### config.mk
export PLATFORM = sky130hd
export DESIGN_NAME = fifo_bus_drainer
export DESIGN_NICKNAME = d
export VERILOG_FILES = /design/src/rtl/fifo_bus_pkg.sv /design/src/rtl/fifo_bus_ack_timer.sv /design/src/rtl/fifo_bus_drainer.sv
export SDC_FILE = /design/constraint.sdc
export NUM_CORES = 1
export LEC_CHECK = 0
export ABC_AREA = 1
export BUFFER_PORTS_ARGS = -buffer_cell sky130_fd_sc_hd__buf_2
export CAP_MARGIN = 5
export CORE_ASPECT_RATIO = 1.1
export CORE_MARGIN = 4
export CORE_UTILIZATION = 35
export CTS_BUF_LIST = sky130_fd_sc_hd__clkbuf_8
export DETAILED_ROUTE_END_ITERATION = 8
export SYNTH_ARGS = -nofsm -noshare
export SYNTH_HDL_FRONTEND = slang
export SYNTH_SLANG_ARGS = --single-unit
### constraint.sdc
create_clock -name clk -period 1.8 [get_ports clk]
set_clock_uncertainty 0.2 [all_clocks]
set_input_delay 0.09 -clock clk [delete_from_list [all_inputs] [get_ports clk]]
set_output_delay 0.09 -clock clk [all_outputs]
set_load 0.02 [all_outputs]
### src/rtl/fifo_bus_pkg.sv
// Shared types and widths for the FIFO-to-bus read path.
package fifo_bus_pkg;

  localparam int unsigned DEFAULT_WIDTH = 16;
  localparam int unsigned TIMER_W       = 8;
  localparam int unsigned RETRY_W       = 4;

  typedef enum logic [1:0] {
    IDLE    = 2'd0,
    SEND    = 2'd1,
    BACKOFF = 2'd2
  } drain_state_t;

endpackage

### src/rtl/fifo_bus_ack_timer.sv
// Ack timeout and retry bookkeeping for one in-flight bus word.
module fifo_bus_ack_timer
  import fifo_bus_pkg::*;
#(
  parameter int unsigned ack_timeout = 8,
  parameter int unsigned max_retries = 3
) (
  input  logic clk,
  input  logic reset,
  input  logic start,
  input  logic ack,
  input  logic clear,
  output logic retry_o,
  output logic give_up_o
);

  logic [TIMER_W-1:0] timer;
  logic [RETRY_W-1:0] retries;
  logic               expire;

  // retries never exceeds max_retries, so inequality marks "budget left"
  always_comb begin
    expire    = start && !ack && (timer == TIMER_W'(ack_timeout - 1));
    retry_o   = expire && (retries != RETRY_W'(max_retries));
    give_up_o = expire && (retries == RETRY_W'(max_retries));
  end

  always_ff @(posedge clk) begin
    if (reset || clear) begin
      timer   <= '0;
      retries <= '0;
    end else if (start && ack) begin
      timer   <= '0;
      retries <= '0;
    end else if (retry_o) begin
      timer   <= '0;
      retries <= retries + 1'b1;
    end else if (give_up_o) begin
      timer   <= '0;
      retries <= '0;
    end else if (start) begin
      timer   <= timer + 1'b1;
    end
  end

endmodule

### src/rtl/fifo_bus_drainer.sv
// Pops FIFO words and drives them onto the bus with valid/ack, timeout retry and drop.
module fifo_bus_drainer
  import fifo_bus_pkg::*;
#(
  parameter int unsigned width       = DEFAULT_WIDTH,
  parameter int unsigned ack_timeout = 8,
  parameter int unsigned max_retries = 3
) (
  input  logic             clk,
  input  logic             reset,
  input  logic             fifo_pndng_i,
  input  logic [width-1:0] fifo_dato_i,
  output logic             fifo_pop_o,
  output logic [width-1:0] bus_dato_o,
  output logic             bus_valid_o,
  input  logic             bus_ack_i,
  output logic             bus_err_o,
  output logic [15:0]      sent_cnt_o,
  output logic [7:0]       drop_cnt_o
);

  drain_state_t state, next_state;
  logic         sending;
  logic         ack_hit;
  logic         retry;
  logic         give_up;

  fifo_bus_ack_timer #(
    .ack_timeout (ack_timeout),
    .max_retries (max_retries)
  ) u_timer (
    .clk       (clk),
    .reset     (reset),
    .start     (sending),
    .ack       (bus_ack_i),
    .clear     (state == IDLE),
    .retry_o   (retry),
    .give_up_o (give_up)
  );

  always_ff @(posedge clk) begin
    if (reset) state <= IDLE;
    else       state <= next_state;
  end

  always_comb begin
    next_state = state;
    unique case (state)
      IDLE:    if (fifo_pndng_i) next_state = SEND;
      SEND: begin
        if (bus_ack_i)     next_state = fifo_pndng_i ? SEND : IDLE;
        else if (retry)    next_state = BACKOFF;
        else if (give_up)  next_state = IDLE;
      end
      BACKOFF: next_state = SEND;
      default: next_state = IDLE;
    endcase
  end

  // pop is gated by reset so a pending FIFO is not drained while held in reset
  always_comb begin
    sending    = (state == SEND);
    ack_hit    = sending && bus_ack_i;
    fifo_pop_o = 1'b0;
    if (!reset) begin
      unique case (state)
        IDLE:    fifo_pop_o = fifo_pndng_i;
        SEND:    fifo_pop_o = bus_ack_i && fifo_pndng_i;
        default: fifo_pop_o = 1'b0;
      endcase
    end
  end

  always_ff @(posedge clk) begin
    if (reset) begin
      bus_dato_o  <= '0;
      bus_valid_o <= 1'b0;
      bus_err_o   <= 1'b0;
      sent_cnt_o  <= '0;
      drop_cnt_o  <= '0;
    end else begin
      bus_valid_o <= (next_state == SEND);
      bus_err_o   <= give_up;
      if (fifo_pop_o)
        bus_dato_o <= fifo_dato_i;
      if (ack_hit)
        sent_cnt_o <= sent_cnt_o + 1'b1;
      if (give_up && (drop_cnt_o != '1))
        drop_cnt_o <= drop_cnt_o + 1'b1;
    end
  end

endmodule

[After elaboration in Yosys (flattened, before gate mapping)]
Cells that the tools add are included.
Storage, ports and cells
  flip-flop bits (word level): 56
  input bits: 20
  output and inout bits: 43
Operators by class
  add/sub/neg operators: 4
  equal/unequal tests: 7
  mux-type cells: 10
  reductions and logical operators: 13
Operators with widths (number)
  16-bit by 1-bit adder with 16-bit output, second input constant: 1
  8-bit by 1-bit adder with 8-bit output, second input constant: 2
  8-bit by 3-bit equality test with 1-bit output, second input constant: 1
  2-bit 2-to-1 mux: 4
  4-bit 2-to-1 mux: 2
  8-bit != test, second input constant: 1
  1-bit logical AND: 7
  2-bit case mux with 3 select lines: 1
  4-bit by 1-bit adder with 4-bit output, second input constant: 1
  2-bit by 1-bit equality test with 1-bit output, second input constant: 2
  4-bit by 2-bit equality test with 1-bit output, second input constant: 1
  4-bit by 2-bit != test with 1-bit output, second input constant: 1
  4-bit OR reduction: 1
  2-bit equality test, second input constant: 1
  2-bit logical NOT: 1
  1-bit 2-to-1 mux: 2
  1-bit case mux with 2 select lines: 1
  2-bit nonzero test: 1
  2-bit OR reduction: 1
  1-bit logical NOT: 1
  1-bit logical OR: 1

[Longest topological paths before layout]
Gate-level depths: netlist of the first run.
  depth in word-level cells: 9
  mapped depth: 10
  mapped depth without buffers: 10

[Hierarchy]
From an unflattened synthesis of the first run, not the netlist that was laid out.
Second synthesis, totals
  cells, all modules: 373
  area, all modules: 2653.8 µm²
By module, submodules not included
  fifo_bus_drainer: instances 1, cells each 277, area an instance 1984.4 µm²
  fifo_bus_ack_timer: instances 1, cells each 96, area an instance 669.4 µm²

[Worst setup path after synthesis of the first run]
No wires, ideal clock.
  kind: flip-flop to flip-flop
  from: reg drop_cnt_o[0]
  to: reg drop_cnt_o[7]
  data arrival time: 1299 ps
  data required time: 1468 ps
  setup slack: 169 ps
  stages on the path, launching flop included: 9
  buffers on the path: 0
  period minus slack after synthesis: 1631 ps
  cell sequence: dfxtp_1 -> ha_1 -> nand2_1 -> nor2_1 -> nand3b_1 -> inv_1 -> nor2_8 -> nand2_1 -> a21oi_1
On the way
  word-level cells in the longest chain between the ends: 2
  elaborated cells on any way between the ends: 3
RTL lines
  from (decl): RTL line fifo_bus_drainer.sv:19  | output logic [7:0] drop_cnt_o
  from (signal assigned): RTL line fifo_bus_drainer.sv:89  | drop_cnt_o <= drop_cnt_o + 1'b1;
  branches (longest 2 deep; another with 8-bit by 1-bit adder with 8-bit output)
Several ways; the timed one is not identified.
A chain may end at the register's enable or synchronous reset.

[Worst setup path after layout of the first run]
  from: reg state[0]
  to: out fifo_pop_o
On the way
  word-level cells in the longest chain between the ends: 3
  elaborated cells on any way between the ends: 4
RTL lines
  from (decl): RTL line fifo_bus_drainer.sv:22  | drain_state_t state, next_state;
  from (signal assigned): RTL line fifo_bus_drainer.sv:43  | else state <= next_state;
  2-bit by 1-bit equality test with 1-bit output / 2-bit logical NOT (equally long branches): RTL line fifo_bus_drainer.sv:66  | unique case (state)
  1-bit case mux with 2 select lines *: RTL line fifo_bus_drainer.sv:66
  1-bit 2-to-1 mux *: RTL line fifo_bus_drainer.sv:65  | if (!reset) begin
  to (decl): RTL line fifo_bus_drainer.sv:13  | output logic fifo_pop_o,
Every way passes the cells marked *; elsewhere a longest branch is shown, timed or not.

==> flow_summary.toml, run 1 <==
[floorplan]
fp-row-count = 32
pin_count = 63
die_h_um = 98.1
start_util_pct = 36.4
die_area_mm2 = 0.00882
core-area_mm2 = 0.00709
die_w_um = 89.9

[synthesis]
yosysWarningCount = 0
yosysMostFrequentCell = "nand2_1"
yosysSeqAreaShare_pct = 43.4
synth_mux_area_share_pct = 0
syn-num-nets = 389
synth_area_mm2 = 0.00258
synth-edff-count = 0
synth_flop_cell = "dfxtp_1"
async_flop_share_pct = 0
synth_cell_types = 30
ys_ff_latch = 56
synth_common_cells = "nand2_1 (110), dfxtp_1 (56), nor2_1 (46)"
syn_avg_cell_area_um2 = 7.08
synth_simple_gate_area_share_pct = 33.7
synthXorXnorAreaFrac_pct = 2.37
synth_top_cell_by_area = "dfxtp_1"
synth_compound_gate_area_share_pct = 10.8
synth_top_family_by_area = "simple AND/OR/NAND/NOR gates"
syn_inst = 365
ys_top_cells_by_area = "dfxtp_1 (43%), nand2_1 (16%), nor2_1 (6.7%)"
synth_top_area_share_pct = 43.4
synth_fa_ha_area_share_pct = 1.94

[global_route]
grt_pass1_wl_um = 10200
track_usage_pct = 13.5
globalRouteOverflowTotal = 0
antenna_found_initial = 0
grt_pass1_vias = 2416
grt_max_degree = 34

[routing]
drt-vias-per-instance = 4.64
vias = 2502
first_pass_iters = 4
wl_um = 5830
wl_per_cell_um = 10.8
initialDrtViolationCount = 107
ant_nets = 0
drc = 0

[worst_setup_path]
critPathLaunchType = "flop"
crit_slowest_cell = "dfxtp_2"
end_kind = "output port"
path_class = "reg2out"
rr_worst_depth = 8
crit_start = "state[0]"
crit_chain = "a21oi_2, and3_4, buf_12, buf_2"
cpPeakStageDelay_ps = 370
required_ps = 1510
r2r-start = "sent_cnt_o[0]"
worstPathMaxFanout = 33
cp.arrival_ps = 1420

[clock_tree]
cts_sinks = 56
cts_tree = "built"
path_clk_slew_ps = 110
cts_made_buffers = 5
clock_latency_ps = 310
htreeDepth = 2
ctsRootBufferMaster = "clkbuf_8"
cts_buffer_depth = 2

[layout]
nets = 477
area_delta_synth_final_pct = 29.6
n_antenna_cell = 0
nFillCells = 721
final_area_mm2 = 0.00335
drive_gt1_share_pct = 21.6

[timing]
clock.fmax_mhz = 583
finalSetupViolations = 0
slew_violations = 0
whs_ps = 22.4
worst_slack_ps = 85.5
hold_viol = 0
relSlewSlack_pct = 77.6
worst_pin_slew_ps = 335
finalCritPeriodShare_pct = 95.3
final.min_clock_period_ps = 1710

[placed_design]
place_area_mm2 = 0.00300
port_buffers = 62
place_congestion = 0.778
dp_hpwl_um = 4160
pre_cts_ws_ps = 9.62

[min_path]
min_path_type = "in2reg"
min_delay_path_depth = 5
min_from = "bus_ack_i"

[power_and_ir_drop]
peakVddDrop_v = 0.000414
power.leakage_nw = 1.43
power.density_mw_per_mm2 = 713

[run_status]
status = "completed"

[run]
maxCapViolations = 0
==> area by class of cell <==
cell class	count	area (µm²)	area share, %
clock buffer	5	68.8	2.06
clock inverter	3	50.0	1.50
inverter	39	146	4.38
multi-input combinational	262	1280	38.1
sequential	56	1120	33.5
tap	85	106	3.18
timing repair buffer	89	576	17.2
==> sequential cells by signal (all words and copies together), names as in the netlist <==
| name | cells |
|---|---|
| bus_dato_o | 16 |
| sent_cnt_o | 16 |
| drop_cnt_o | 8 |
| u_timer.timer | 8 |
| u_timer.retries | 4 |
| state | 2 |
| bus_err_o | 1 |
| bus_valid_o | 1 |
==> cell usage in the layout (no fill, tap or decap), types with 2 or more instances in the layout <==
master           n
nand2_1        110
buf_2           62
dfxtp_1         55
nor2_1          45
inv_1           35
a21oi_1         25
dlygate4sd3_1   20
o21ai_1         18
nand3_1         11
o21ai_0         10
nor3_1           8
xor2_1           6
buf_4            6
clkbuf_8         5
inv_2            4
nand4_1          4
ha_1             4
nor2_4           3
nor2_2           3
nand2_2          3
nand3_4          2
nand3b_1         2
==> power breakdown <==
group	leakage (nW)	switching (mW)	internal [mW]	total, mW
combinational	0.919	0.131	0.0987	0.230
sequential	0.455	0.0182	1.27	1.29
clock	0.0607	0.437	0.430	0.866
==> path summary, 6_finish.rpt <==
path                     to  slack [ps]
max              fifo_pop_o          90
min                state[0]          20
max reg2reg  sent_cnt_o[14]         150
min reg2reg   bus_dato_o[3]         280
==> layer usage <==
metal / vias up / track usage (%) / share of wire [%]
met5: - / 0 / 0
met4: 0 / 3.53 / 0.75
met3: 4 / 3.16 / 5.1
met2: 55 / 25.1 / 50
met1: 1109 / 15.5 / 45
li1: 1334 / - / -
==> logic make-up (layout without fill, tap and decap cells) <==
family | count (synthesis) | after routing
AOI/OAI and AO/OA | 55 | 55
xor gates and xnor gates | 7 | 7
adders and majority gates | 4 | 4
buffers and inverters | 47 | 136
DFF | 56 | 56
and+or+nand+nor | 196 | 196
==> critical path: cells and delay by family (launching register included) <==
| family | cells | cell delay (ps) |
|---|---|---|
| flip-flops | 1 | 370 |
| buffers and inverters | 2 | 360 |
| AND/OR/NAND/NOR | 1 | 210 |
| AO/OA/AOI/OAI | 1 | 170 |
==> metrics by stage <==
stage / std cells / setup TNS, ps / total power [mW] / utilization (%)
finish: 539 / 0 / 2.39 / 47.2
CTS: 538 / 0 / 2.42 / 46.9
global placement: 510 / 0 / 1.51 / 42.4
floorplan: 365 / 0 / 1.44 / -
detailed placement: 510 / 0 / 1.51 / 42.4
global route: 539 / -98.0 / 2.50 / 47.2
==> what timing repair did <==
action	CTS	global route
buffers inserted	0	1
pin swaps	1	2
resized for setup	0	5
setup endpoints to repair	1	16
hold buffers	20	0
hold endpoints to repair	24	0
Power figures use the tool's default switching activity.
==> inputs of run 2 (changes only) <==
--- a/config.mk
+++ b/config.mk
@@ -15,4 +15,5 @@
 export DETAILED_ROUTE_END_ITERATION = 8
 export SYNTH_ARGS = -nofsm -noshare
 export SYNTH_HDL_FRONTEND = slang
+export SYNTH_HIERARCHICAL = 1
 export SYNTH_SLANG_ARGS = --single-unit
==> run 2 against run 1 <==
  * Clock-buffer cell count increased by 1
  * Hold slack worse by 10 ps
  * Setup slack lost 21 ps
  * Fmax down 1.2%
  * Via count up 4.4%
  * Global-route usage grew 0.80 points
  * Non-clock buffer count rose by 12
  * Sequential power about the same
  * Final cell count rose by 4.3%
  * Largest cell class unchanged
  * Register-to-register slack lost 80 ps
  * Critical path depth is 1 higher
  * Utilization up 0.35 points
==> flow_summary.toml, run 2 <==
[min_path]
min_to = "sent_cnt_o[0]"
min_from = "bus_ack_i"
min_path_type = "in2reg"
min_delay_path_depth = 3

[synthesis]
yosysWarningCount = 6
async_flop_share_pct = 0
synthXorXnorAreaFrac_pct = 1.98
synth_mux_area_share_pct = 0
yosysMostFrequentCell = "nand2_1"
synth_compound_gate_area_share_pct = 10.5
synth-edff-count = 0
synth_top_area_share_pct = 42.2
synth_cell_types = 27
yosysSeqAreaShare_pct = 42.2
synth_common_cells = "nand2_1 (96), nor2_1 (64), dfxtp_1 (56)"
synth_flop_cell = "dfxtp_1"
synth_fa_ha_area_share_pct = 1.89
synth_area_mm2 = 0.00265
syn_avg_cell_area_um2 = 7.11
synth_top_family_by_area = "simple AND/OR/NAND/NOR gates"
ys_top_cells_by_area = "dfxtp_1 (42%), nand2_1 (14%), nor2_1 (9.1%)"
syn_inst = 373
syn-num-nets = 397
synth_top_cell_by_area = "dfxtp_1"
ys_ff_latch = 56
synth_simple_gate_area_share_pct = 35.4

[clock_tree]
cts_tree = "built"
htreeDepth = 2
path_clk_slew_ps = 100
clock_latency_ps = 300
cts_sinks = 56
ctsRootBufferMaster = "clkbuf_8"
cts_made_buffers = 5
cts_buffer_depth = 2

[worst_setup_path]
critPathBufInv = 3
required_ps = 1510
path_class = "reg2out"
cpMostUsedCell = "buf_4"
cp.arrival_ps = 1450
regToRegSetupSlack_ps = 70
regToRegEndpoint = "drop_cnt_o[6]"
rr_worst_depth = 9
r2r-start = "u_timer/retries[0]"
crit_slowest_cell = "dfxtp_2"
end_kind = "output port"
cpPeakStageDelay_ps = 350
critPathLaunchType = "flop"
worstPathMaxFanout = 6
crit_family = "buffers and inverters"
crit_chain = "buf_4, nor3_4, clkinv_4, nor2_4, buf_4"

[global_route]
antenna_found_initial = 0
grt_max_degree = 26
grt_pass1_wl_um = 10800
globalRouteOverflowTotal = 0
track_usage_pct = 14.3
grt_pass1_vias = 2504

[timing]
hold_viol = 0
worst_slack_ps = 64.1
slew_violations = 0
clock.fmax_mhz = 576
worst_pin_slew_ps = 323
rsz0062_at_grt = "yes"
finalSetupViolations = 0
finalCritPeriodShare_pct = 96.4
relSlewSlack_pct = 78.4
whs_ps = 11.9
final.min_clock_period_ps = 1740

[layout]
final_cell_mix = "nand2_1 (93), nor2_1 (61), buf_2 (61)"
final_area_mm2 = 0.00353
layout_commonest_cell = "nand2_1"
area_delta_synth_final_pct = 33.2
multi_input_area_mm2 = 0.00139
drive_gt1_share_pct = 27.6
register_area_mm2 = 0.00113
reg.largest.list = "bus_dato_o (16), sent_cnt_o (16)"
n_antenna_cell = 0
instances_no_fill = 562
nets = 498
nFillCells = 752
fin_util_pct = 47.6

[placed_design]
place_congestion = 0.789
dp_cells = 529
dp_hpwl_um = 4500
port_buffers = 62
place_area_mm2 = 0.00314
pre_cts_ws_ps = -28.9

[floorplan]
die_h_um = 99.3
pin_count = 63
fp-row-count = 33
die_area_mm2 = 0.00904
core-area_mm2 = 0.00743
die_w_um = 91.0
start_util_pct = 35.7

[routing]
drt-vias-per-instance = 4.65
wl_per_cell_um = 11.2
wl_um = 6320
initialDrtViolationCount = 84
drc = 0
vias = 2611
ant_nets = 0
first_pass_iters = 4

[power_and_ir_drop]
power.density_mw_per_mm2 = 639
peakVddDrop_v = 0.000365
power.leakage_nw = 1.52

[run]
maxCapViolations = 0

[run_status]
status = "completed"
[run 2: changes by cell type after synthesis, moves of 4 or more]
cell and change:
inv_1 +4, nand4_1 +5, nand3_1 +5, a21oi_1 -7, o21ai_0 +6, nor2_1 +18
nand2_1 -14, o21ai_1 -18, a21oi_2 +10
[run 2: worst max path at each step]
stage | from | to | slack [ps] | depth (start not counted)
final | state[1] | fifo_pop_o | 60 | 5
after global routing | u_timer/retries[0] | drop_cnt_o[3] | -40 | 7
after global placement | u_timer/timer[7] | drop_cnt_o[6] | 40 | 8
after floorplan | state[0] | drop_cnt_o[6] | 50 | 10
after CTS | u_timer/timer[7] | drop_cnt_o[6] | 8 | 9
after detailed placement | u_timer/retries[0] | drop_cnt_o[6] | -30 | 8
[run 2: through the flow]
stage	power [mW]	setup TNS, ps
after floorplan	1.46	0
after global placement	1.53	0
after detailed placement	1.53	-28.9
after CTS	2.28	0
after global routing	2.36	-92.5
final	2.26	0
[run 2: cells by family (layout without fill, tap and decap cells)]
family | Yosys count | count (layout)
and+or+nand+nor | 211 | 211
DFF | 56 | 56
buffers and inverters | 49 | 151
AOI/OAI and AO/OA | 47 | 47
xor gates and xnor gates | 6 | 6
adders and majority gates | 4 | 4
[run 2: layout make-up]
| type | count | share of cell area (%) |
|---|---|---|
| Multi-Input combinational cell | 268 | 39.2 |
| Sequential cell | 56 | 31.9 |
| Timing Repair Buffer | 101 | 18.5 |
| Inverter | 42 | 4.67 |
| Tap cell | 87 | 3.08 |
| Clock buffer | 6 | 2.34 |
| Clock inverter | 2 | 0.319 |
[run 2: repair_timing]
item                                    4_1_cts  5_1_grt
hold buffers                                 19        0
resized for setup                             6       14
endpoints found under the setup margin        1       13
buffers inserted                              0        6
hold endpoints to repair                     22        0
pin swaps                                     2        3
[run 2: report_power, final]
part	switching, mW	leakage (nW)	internal (mW)
combinational	0.151	1.01	0.111
sequential	0.0150	0.457	1.27
clock	0.406	0.0486	0.308
total	0.572	1.52	1.69
[run 2: layer usage]
| metal | global-route usage, % | vias to the layer above | share of wire [%] |
|---|---|---|---|
| met4 | 6.38 | 0 | 2.2 |
| li1 | - | 1389 | - |
| met1 | 16.1 | 1158 | 45 |
| met2 | 25.5 | 53 | 49 |
| met5 | 0 | - | 0 |
| met3 | 3.40 | 11 | 4.2 |
[run 2: worst register-to-register path: stages, from the launching register on]
cell and delay [ps]:
dfxtp_2 380, ha_4 150, nand2_2 80, nor4_4 360, nand2_2 170, inv_4 120, nand2_2 60, nand2_1 60
nand2_1 40, nor2_1 80
